### config.mk
export PLATFORM = sky130hd
export DESIGN_NAME = if_id_buffer
export DESIGN_NICKNAME = d
export VERILOG_FILES = /design/src/rtl/if_id_buffer.sv
export SDC_FILE = /design/constraint.sdc
export NUM_CORES = 1
export LEC_CHECK = 0
export CAP_MARGIN = 20
export CORE_MARGIN = 3
export CORE_UTILIZATION = 45
export CTS_CLUSTER_SIZE = 20
export DETAILED_ROUTE_END_ITERATION = 12
export PLACE_DENSITY = 0.86
export SETUP_SLACK_MARGIN = 0.4
export SLEW_MARGIN = 20
export SYNTH_ARGS = -nofsm -noshare
export SYNTH_HDL_FRONTEND = slang
export SYNTH_SLANG_ARGS = --single-unit
### constraint.sdc
create_clock -name clk -period 2.2 [get_ports clk]
set_clock_uncertainty 0.1 [all_clocks]
set_input_delay 0.66 -clock clk [delete_from_list [all_inputs] [get_ports clk]]
set_output_delay 0.66 -clock clk [all_outputs]
set_load 0.03 [all_outputs]
### src/rtl/if_id_buffer.sv
// Two-entry elastic buffer between fetch and decode with flush support.
// Optional statistics counters are built when IF_ID_BUFFER_STAT_EN is defined.
module if_id_buffer #(
  parameter int              XLEN      = 32,
  parameter logic [XLEN-1:0] NOP_INSTR = 'h13
) (
  input  logic            clk,
  input  logic            rst,
  input  logic            in_valid,
  input  logic [XLEN-1:0] in_pc,
  input  logic [XLEN-1:0] in_pc_add4,
  input  logic [XLEN-1:0] in_instr,
  output logic            in_ready,
  input  logic            flush,
  output logic            out_valid,
  input  logic            out_ready,
  output logic [XLEN-1:0] out_pc,
  output logic [XLEN-1:0] out_pc_add4,
  output logic [XLEN-1:0] out_instr,
  output logic [31:0]     stall_cnt,
  output logic [15:0]     flush_cnt
);

  logic [XLEN-1:0] pc_mem    [2];
  logic [XLEN-1:0] add4_mem  [2];
  logic [XLEN-1:0] instr_mem [2];
  logic            wptr;
  logic            rptr;
  logic [1:0]      count;
  logic            push;
  logic            pop;

  // in_ready looks only at count so decode stalls never reach the fetch path
  assign in_ready  = (count != 2'd2);
  assign out_valid = (count != 2'd0);
  assign push      = in_valid & in_ready & ~flush;
  assign pop       = out_valid & out_ready & ~flush;

  assign out_pc      = out_valid ? pc_mem[rptr]    : '0;
  assign out_pc_add4 = out_valid ? add4_mem[rptr]  : '0;
  assign out_instr   = out_valid ? instr_mem[rptr] : NOP_INSTR;

  always_ff @(posedge clk or negedge rst) begin
    if (!rst) begin
      wptr  <= 1'b0;
      rptr  <= 1'b0;
      count <= 2'd0;
      for (int i = 0; i < 2; i++) begin
        pc_mem[i]    <= '0;
        add4_mem[i]  <= '0;
        instr_mem[i] <= '0;
      end
    end else if (flush) begin
      wptr  <= 1'b0;
      rptr  <= 1'b0;
      count <= 2'd0;
    end else begin
      if (push) begin
        pc_mem[wptr]    <= in_pc;
        add4_mem[wptr]  <= in_pc_add4;
        instr_mem[wptr] <= in_instr;
        wptr            <= ~wptr;
      end
      if (pop) begin
        rptr <= ~rptr;
      end
      case ({push, pop})
        2'b10:   count <= count + 2'd1;
        2'b01:   count <= count - 2'd1;
        default: count <= count;
      endcase
    end
  end

`ifdef IF_ID_BUFFER_STAT_EN
  // Saturating event counters, cleared only by reset
  always_ff @(posedge clk or negedge rst) begin
    if (!rst) begin
      stall_cnt <= '0;
      flush_cnt <= '0;
    end else begin
      if (in_valid && !in_ready && (stall_cnt != '1)) begin
        stall_cnt <= stall_cnt + 32'd1;
      end
      if (flush && (flush_cnt != '1)) begin
        flush_cnt <= flush_cnt + 16'd1;
      end
    end
  end
`else
  assign stall_cnt = '0;
  assign flush_cnt = '0;
`endif

endmodule

==> results.yml <==
final_layout:
  fillers: 1186
  area_growth_pct: 59.8
  final_util: 0.740
  instances_no_fill: 1243
  n_antenna_cell: 0
  drive_gt1_frac: 0.608
  final_nets: 1066
synthesis:
  synth.area.top_cells: "dfrtp_1 (54%), mux2_2 (19%), mux2i_1 (11%)"
  synth.mux.area_fraction: 0.344
  synth-compound-area-share: 0.00495
  synth_flop_cell: "dfrtp_1"
  synth_commonest_cells: "dfrtp_1 (196), mux2_2 (152), mux2i_1 (97), nor2_1 (95), buf_4 (57)"
  synth_top_family_by_area: "multiplexers"
  ys_types: 25
  synth.avg_cell_area_um2: 13.1
  synth_xor_xnor_area_share: 0.000963
  ys_seq_area_frac: 0.539
  synthCells: 692
  synth_most_common_cell: "dfrtp_1"
  async_flop_share: 1.00
  yosys.area_share.simple: 0.0468
  synth_largest_area_cell: "dfrtp_1"
  ys_seq_elements: 196
  synth_top_area_share: 0.539
  yosys_warnings: 0
  syn_area_um2: 9100
  synth-edff-count: 0
  synthAdderAreaFrac: 0
critical_path:
  crit_path_start_kind: "flip-flop"
  rr_startpoint: "count[1]"
  rrSetupSlack_ns: -0.04
  crit_chain: "buf_12 -> buf_12 -> mux2i_2 -> nor2_4 -> buf_4"
  crit_family: "buffers and inverters"
  cp.required_ns: 1.44
  r2r_end: "add4_mem[27]"
  cp_common_cell: "buf_12"
  cp.depth: 5
  endpoint_kind: "primary output"
  arrival_ns: 1.74
  crit_fanout: 10
  critPathSlowestCell: "dfrtp_4"
  cp_num_buf_inv: 3
  slowest_delay_ns: 0.46
  path_class: "reg -> out"
  r2r.worst_path.cells: 9
worst_hold_path:
  holdCritPathClass: "in -> async"
global_route:
  grt_start_max_net_pins: 59
  overflow: 0
  antenna_found_initial: 0
  grtUsageTotal: 0.214
  grt_pass1_vias: 6693
  grt_first_pass_wirelength_mm: 37.0
power:
  p_comb_frac: 0.339
  powerDensity_nw_per_um2: 891
  ir_drop_v: 0.000510
  pwr-share-seq: 0.403
  p_switching_mw: 4.13
  pwr-share-clk: 0.258
  swShare: 0.319
  power.leakage_nw: 6.47
  power.internal_mw: 8.83
clock_network:
  clock_sinks: 196
  insertion_delay_ns: 0.42
  cts_buffers: 17
  cts_tree: "done"
  clkSlewWorstSetupHoldPaths_ns: 0.08
  ctsLongestPathBuffers: 2
  cts-root-buf: "clkbuf_16"
  cts_hold_buf: 0
  htree_levels: 4
floorplan:
  dieHeight_um: 148
  ios: 247
  core_um2: 19700
  placementRows: 51
  die_w_um: 148
  start_util: 0.463
  dieArea_um2: 22000
outcome:
  violations: "negative setup slack"
  outcome: "finished with violations"
placed_design:
  dp_cells: 1173
  gp_congestion: 0.723
  port_buffers: 198
  hpwl_mm: 15.4
timing:
  period_needed_ns: 2.50
  layout_setup_ws_ns: -0.298
  setup_violations: 115
  rsz0062_at_grt: "true"
  hold_violations: 0
  relSlewSlack: 0.655
  fin_setup_tns_ns: -23.51
  slew_violations: 0
  timing.fmax_mhz: 400
  tightest_slew_ns: 0.517
  post-route-period-util: 1.14
detailed_routing:
  drc: 0
  ant_nets: 0
  viasPerCell: 5.16
  routed_wl_mm: 27.2
  num_vias: 6418
  wl_per_cell_um: 21.9
  firstDrtPassIters: 4
  drt_iter0_markers: 209
run:
  maxCapViolations: 0
==> through the flow <==
stage	setup slack (ns)	hold slack, ns	total power, mW	instance area, µm²
after floorplan	0.248	0.264	7.40	10000
after global placement	-0.433	0.386	8.31	12000
after detailed placement	-0.460	0.393	8.46	12000
after CTS	-0.313	0.107	12.3	13500
after global routing	-0.355	0.123	13.5	14500
final	-0.298	0.101	13.0	14500
==> flip-flops by register name, indices dropped and copies added (netlist names) <==
| signal | count |
|---|---|
| add4_mem | 64 |
| instr_mem | 64 |
| pc_mem | 64 |
| count | 2 |
| rptr | 1 |
| wptr | 1 |
==> worst register-to-register path: stages (launching register included) <==
cell,delay (ns)
dfrtp_1,0.41
buf_6,0.13
buf_6,0.11
nor2b_4,0.12
inv_2,0.07
buf_6,0.11
nand4b_1,0.30
buf_6,0.28
clkbuf_16,0.19
mux2_4,0.31
==> per-layer routing <==
layer	share of wire	track usage	wire length [µm]	up-vias
met5	0	0	0	-
met3	0.042	0.0424	1130	31
met2	0.52	0.372	14100	187
met1	0.43	0.282	11700	3348
met4	0.014	0.0457	368	0
li1	-	-	-	2852
==> power by group through the flow <==
stage / Clock, mW / Sequential, mW / Combinational, mW
5_1_grt: 3.54 / 5.32 / 4.60
6_report: 3.35 / 5.22 / 4.39
2_1_floorplan: 0 / 4.89 / 2.51
3_3_place_gp: 0 / 4.99 / 3.32
4_1_cts: 3.39 / 5.08 / 3.87
3_5_place_dp: 0 / 5.04 / 3.41
==> worst max-delay path by stage <==
stage / start / end / slack, ns
floorplan: rptr / out_instr[10] / 0.25
detailed placement: in_valid / instr_mem[57] / -0.46
global route: rptr / out_pc_add4[1] / -0.35
finish: rptr / out_pc_add4[1] / -0.30
CTS: rptr / out_pc[15] / -0.31
global placement: in_valid / instr_mem[48] / -0.43
==> placed cells by master (no fill, tap or decap), types with 26 or more instances in the layout <==
cell type          n
dfrtp_1          195
mux2_4           138
clkdlybuf4s50_1   98
buf_6             96
nor2_2            74
mux2_2            54
buf_4             52
mux2i_2           49
conb_1            48
clkbuf_16         30
mux2i_1           26
==> cells by family (layout without fill, tap and decap cells) <==
| logic type | Yosys count | in the layout |
|---|---|---|
| AO/OA/AOI/OAI | 8 | 8 |
| XOR/XNOR | 1 | 1 |
| buffers and inverters | 92 | 331 |
| flip-flops | 196 | 196 |
| multiplexers | 289 | 289 |
| other | 1 | 48 |
| AND/OR/NAND/NOR | 105 | 105 |
==> area by class of cell <==
type | count | area [µm²] | share of cell area
clock buffers | 19 | 443 | 0.0305
clock inverters | 13 | 186 | 0.0128
inverters | 3 | 26.3 | 0.00181
multi-input cells | 451 | 5130 | 0.353
flip-flops and latches | 196 | 4910 | 0.338
well taps | 265 | 332 | 0.0228
repair buffers | 296 | 3520 | 0.242
==> repair_timing <==
item	in CTS	in global routing
endpoints found under the setup margin	290	290
pin swaps	7	5
cloned	6	17
gates resized for setup	176	148
buffers inserted	8	7
No activity file was read; power rests on OpenSTA's default activity.
